--- src/rtl/seg_capture.sv ---
`default_nettype none
// ============================================================================
// Module   : seg_capture
// Brief    : Decodes a multiplexed 4-digit 7-segment display bus into a value.
// Revision : 1.0
// ============================================================================
module seg_capture #(
    parameter int STABLE_FRAMES = 2
) (
    input  logic        seg_clk,
    input  logic        reset,
    input  logic [3:0]  an,
    input  logic [7:0]  seg,
    output logic [13:0] pts,
    output logic        pts_valid,
    output logic        pts_stable,
    output logic        frame_err
);

    // State value equals the number of digits already latched.
    localparam logic [1:0] c_HUNT = 2'd0;
    localparam logic [1:0] c_GOT0 = 2'd1;
    localparam logic [1:0] c_GOT1 = 2'd2;
    localparam logic [1:0] c_GOT2 = 2'd3;
    localparam logic [3:0] c_STABLE = 4'(STABLE_FRAMES);

    logic [3:0]  r_an;
    logic [3:0]  r_prev_an;
    logic [7:0]  r_seg;
    logic [1:0]  r_state;
    logic [3:0]  r_d0, r_d1, r_d2, r_d3;
    logic        r_complete;
    logic [3:0]  r_count;

    logic [3:0]  w_val;
    logic        w_pat_ok;
    logic [1:0]  w_idx;
    logic        w_is_digit;
    logic        w_idle;
    logic        w_new;
    logic        w_good;
    logic        w_accept;
    logic        w_restart;
    logic        w_reject;
    logic        w_err;
    logic [13:0] w_frame;
    logic [3:0]  w_count_next;

    always_ff @(posedge seg_clk) begin
        if (reset) begin
            r_an      <= 4'b1111;
            r_prev_an <= 4'b1111;
            r_seg     <= 8'hFF;
        end else begin
            r_an      <= an;
            r_prev_an <= r_an;
            r_seg     <= seg;
        end
    end

    always_comb begin
        w_val    = 4'd0;
        w_pat_ok = 1'b1;
        case (r_seg[6:0])
            7'b1000000: w_val = 4'd0;
            7'b1111001: w_val = 4'd1;
            7'b0100100: w_val = 4'd2;
            7'b0110000: w_val = 4'd3;
            7'b0011001: w_val = 4'd4;
            7'b0010010: w_val = 4'd5;
            7'b0000010: w_val = 4'd6;
            7'b1111000: w_val = 4'd7;
            7'b0000000: w_val = 4'd8;
            7'b0010000: w_val = 4'd9;
            default:    w_pat_ok = 1'b0;
        endcase
    end

    always_comb begin
        w_idx      = 2'd0;
        w_is_digit = 1'b1;
        case (r_an)
            4'b1110: w_idx = 2'd0;
            4'b1101: w_idx = 2'd1;
            4'b1011: w_idx = 2'd2;
            4'b0111: w_idx = 2'd3;
            default: w_is_digit = 1'b0;
        endcase
    end

    // A held anode is one strobe; only its first cycle counts.
    assign w_idle    = (r_an == 4'b1111);
    assign w_new     = w_is_digit && (r_an != r_prev_an);
    assign w_good    = w_pat_ok && r_seg[7];
    assign w_accept  = w_new && (w_idx == r_state) && w_good;
    assign w_restart = w_new && (w_idx == 2'd0) && w_good;
    assign w_reject  = (w_new && !w_accept) || (!w_is_digit && !w_idle);
    assign w_err     = (r_state != c_HUNT) && w_reject;

    always_ff @(posedge seg_clk) begin
        if (reset) begin
            r_state    <= c_HUNT;
            r_d0       <= 4'd0;
            r_d1       <= 4'd0;
            r_d2       <= 4'd0;
            r_d3       <= 4'd0;
            r_complete <= 1'b0;
            frame_err  <= 1'b0;
        end else begin
            r_complete <= 1'b0;
            frame_err  <= 1'b0;
            if (w_accept) begin
                case (w_idx)
                    2'd0:    r_d0 <= w_val;
                    2'd1:    r_d1 <= w_val;
                    2'd2:    r_d2 <= w_val;
                    default: r_d3 <= w_val;
                endcase
                if (r_state == c_GOT2) begin
                    r_complete <= 1'b1;
                    r_state    <= c_HUNT;
                end else begin
                    r_state <= r_state + 2'd1;
                end
            end else if (w_err) begin
                frame_err <= 1'b1;
                if (w_restart) begin
                    r_d0    <= w_val;
                    r_state <= c_GOT0;
                end else begin
                    r_state <= c_HUNT;
                end
            end
        end
    end

    assign w_frame = 14'(r_d3) * 14'd1000 + 14'(r_d2) * 14'd100
                   + 14'(r_d1) * 14'd10 + 14'(r_d0);

    // pts still holds the previous completed frame when a new one converts.
    always_comb begin
        w_count_next = r_count;
        if (w_err) begin
            w_count_next = 4'd0;
        end else if (r_complete) begin
            if (w_frame == pts) begin
                w_count_next = (r_count < c_STABLE) ? r_count + 4'd1 : c_STABLE;
            end else begin
                w_count_next = 4'd1;
            end
        end
    end

    always_ff @(posedge seg_clk) begin
        if (reset) begin
            pts        <= 14'd0;
            pts_valid  <= 1'b0;
            pts_stable <= 1'b0;
            r_count    <= 4'd0;
        end else begin
            pts_valid  <= r_complete && !w_err;
            if (r_complete && !w_err) begin
                pts <= w_frame;
            end
            r_count    <= w_count_next;
            pts_stable <= (w_count_next == c_STABLE);
        end
    end

endmodule
`default_nettype wire

--- config.mk ---
export PLATFORM = sky130hd
export DESIGN_NAME = seg_capture
export DESIGN_NICKNAME = d
export VERILOG_FILES = /design/src/rtl/seg_capture.sv
export SDC_FILE = /design/constraint.sdc
export NUM_CORES = 1
export LEC_CHECK = 0
export BUFFER_PORTS_ARGS = -buffer_cell sky130_fd_sc_hd__buf_2
export CAP_MARGIN = 5
export CORE_MARGIN = 10
export CORE_UTILIZATION = 56
export CTS_CLUSTER_SIZE = 10
export DETAILED_ROUTE_END_ITERATION = 12
export PLACE_DENSITY_LB_ADDON = 0.08
export SYNTH_ARGS = -nofsm -noshare
export SYNTH_HDL_FRONTEND = slang
export SYNTH_SLANG_ARGS = --single-unit
--- constraint.sdc ---
create_clock -name seg_clk -period 5.3 [get_ports seg_clk]
set_input_delay 0.265 -clock seg_clk [delete_from_list [all_inputs] [get_ports seg_clk]]
set_output_delay 0.265 -clock seg_clk [all_outputs]
set_load 0.05 [all_outputs]
==> impl_results.md <==
- Routed vias/inst: 5.58
- Number of non-filler instances in the completed layout: 601
- Top_reg_cell synth: dfxtp_1
- Max-cap violations: 0
- Antenna violations before repair: 0
- Slowest-stage cell, CP: or4_4
- Yosys reg bits: 56
- # DRC: 0
- Async SR Flop Fraction: 0
- R2r startpoint: r_d3[1]
- Total track usage: 0.153
- R2r endpoint: pts_stable
- Leading cell type in the layout, fill and taps excluded: dfxtp_1
- Slew Limit Fails: 0
- Tcrit/Tclk final: 0.952
- DP HPWL: around 7000 um
- Tightest Pin Transition: 865 ps
- DRT iter0 DRCs: 153
- Setup Skew: 6.51 ps
- Core Region: 7650 sq um
- CP Launch Type: register
- Total Routed Length: around 9000 um
- IO Port Bufs: 30
- Worst slew margin: 0.424
- Worst R2R Setup Slack: 250 ps
- Leak: 2.29 nW
- Clock Pin Slew Worst Setup and Hold Paths: about 100 ps
- Critical Path Max Stage Delay: about 550 ps
- CP Data Arrival Time: approximately 5300 ps
- Wire length of the first global-routing pass: 14,900 um
- CP endpoint kind: register
- Clock buffer depth: 2
- DIE AREA: 11,700 sq um
- # placed instances: a little under 600
- Htree depth: 2
- Most frequent cells in the layout: dfxtp_1 (56), nor2_1 (51), ha_1 (49)
- HP Start: seg[3]
- VDD IR-drop max: 0.135 mV
- Post-Syn Area: 4370 sq um
- Starting density of the core: 0.571
- CP Class: register to register
- Mapped Cells: 470
- Largest net degree at the start of global routing: 52
- Antenna fix cells: 0
- Final min period: 5050 ps
- # rows: 32
- Nets: approximately 580
- Share of layout cells above drive strength 1: 0.182
- CTS Hold Bufs: 0
- Die Y: 108 um
- Vias: 3,351
- GP Congestion: 0.840
- Synth warn: 0
- Unique masters post-synth: 60
- Mapped Nets: 554
- EDFF count, synth: 0
- Total CTS buffers: 5
- Die X: 108 um
- Post-layout util: 0.626
- TritonCTS clock tree: built
- WP buf/inv: 1
- Critical path's top delay family: adder cells
- Hold Violations, Final: 0
- Ports: 31
- Hold depth: 2
- Max Freq: ~200 MHz
- Register area share after synthesis: 0.257
- Post-route ant nets: 0
- Clk_lat worst skew: 310 ps
- Clock sink total: 56
- CTS root buf: clkbuf_8
- Hold EP: r_seg[3]
- HP Class: primary input to register
- DR pass1 iterations: 4
- Wire length per cell: 15.0 um
- Setup-failing EPs final: 0
- Synthesis-to-finish area growth: 9.66%
- Cell Chain, Critical Path: buf_4, ha_1, fa_1, fa_1, fa_1, ha_1, ha_1, and3_1, a22oi_2, nor3_1, or4_4, a2111oi_4, nand3_2, a211o_1, a311oi_2
- Outcome: finished, final reports clean
- GRT overflow: 0
- Cell Pwr Density: 147 nW/um^2
- Peak fanout along the critical path: 5
- Synthesized area per cell: ~9.3 sq um
- WP data required: 5530 ps
- Register-to-Register Path Depth: 15
- Number of global-route vias before repair: 3,156
## flip-flops by register name, indices dropped and copies added (netlist names), 2 cells and up
name,flops
r_count,4
r_d2,4
r_an,4
r_prev_an,4
r_d1,4
pts,14
r_seg,8
r_state,2
r_d0,4
r_d3,4
## worst register-to-register path, stage by stage, from the launching register on
cell and delay [ps]:
dfxtp_1 340, buf_4 160, ha_1 310, fa_1 510
fa_1 520, fa_1 490, ha_1 310, ha_1 310
and3_1 210, a22oi_2 180, nor3_1 100, or4_4 550
a2111oi_4 330, nand3_2 130, a211o_1 330, a311oi_2 180
## worst max-delay path by stage
stage                 start          to  cells past startpoint
floorplan           r_d3[1]  pts_stable                     19
global placement    r_d3[1]  pts_stable                     19
detailed placement  r_d3[1]  pts_stable                     19
CTS                 r_d3[1]  pts_stable                     15
global route        r_d3[1]  pts_stable                     19
finish              r_d3[1]  pts_stable                     15
## synthesized netlist by cell type, types with 2 or more instances
library cell / number / share of area
or2_2: 19 / 0.027
nor3b_1: 6 / 0.010
nand2_1: 22 / 0.019
inv_1: 39 / 0.034
nand3_1: 4 / 0.0046
nor2b_1: 2 / 0.0029
a21oi_1: 15 / 0.017
fa_1: 17 / 0.078
xnor2_1: 30 / 0.060
nor3_1: 10 / 0.011
ha_1: 53 / 0.15
o211a_1: 3 / 0.0069
dfxtp_1: 56 / 0.26
xor2_1: 4 / 0.0080
nand2b_1: 2 / 0.0029
a21o_1: 11 / 0.019
a31oi_1: 8 / 0.011
nor3b_2: 2 / 0.0057
nand4_1: 3 / 0.0043
mux2i_1: 30 / 0.069
nand3b_1: 3 / 0.0052
and3_1: 5 / 0.0072
buf_2: 6 / 0.0069
o21bai_1: 2 / 0.0034
xnor3_1: 2 / 0.010
o21ai_0: 11 / 0.013
a221oi_1: 2 / 0.0040
nor2_1: 51 / 0.044
o21a_1: 2 / 0.0034
buf_4: 3 / 0.0052
a211oi_1: 9 / 0.015
clkbuf_1: 8 / 0.0069
or3_1: 3 / 0.0043
## where the power goes
group	total, mW	switching, mW	internal, mW
logic	0.0348	0.0177	0.0171
registers	0.438	0.0112	0.427
clock network	0.230	0.140	0.0900
## through the flow
step           hold slack [ps]  instance area (sq um)  setup WS [ps]  power (mW)  TNS, ps
6_report                   126                   4790            253       0.703        0
5_1_grt                    111                   4790          -9.98       0.736    -9.98
4_1_cts                    119                   4700           33.7       0.714        0
3_5_place_dp               451                   4610          -41.6       0.482    -41.6
3_3_place_gp               447                   4610           77.7       0.481        0
2_1_floorplan              369                   4370            168       0.473        0
## layout make-up
type / instances / area (sq um)
Sequential cell: 56 / 1120
Multi-Input combinational cell: 357 / 3090
Timing Repair Buffer: 40 / 225
Inverter: 39 / 146
Clock buffer: 5 / 68.8
Fill cell: 664 / 2860
Tap cell: 102 / 128
Clock inverter: 2 / 12.5
## kinds of logic (layout without fill, tap and decap cells)
family	after synthesis	after routing	share of synthesized area
and+or+nand+nor	140	140	0.165
AOI/OAI and AO/OA	79	79	0.137
adders and majority gates	70	70	0.230
buffers and inverters	57	86	0.0550
DFF	56	56	0.257
xor gates and xnor gates	38	38	0.0877
muxes	30	30	0.0688
## per-layer routing
metal	part of all wire	wire, um	vias up	GRT usage
met1	0.47	4280	1608	0.205
li1	-	-	1683	-
met5	0	0	-	0
met2	0.47	4270	48	0.245
met4	0.013	113	0	0.0414
met3	0.039	349	12	0.0309
## repair_timing
action / 4_1_cts / 5_1_grt
setup buffers: 0 / 2
pin swaps: 0 / 5
setup endpoints to repair: 2 / 4
gates resized for setup: 2 / 14
Note: power is estimated with default switching activity, not from simulation.
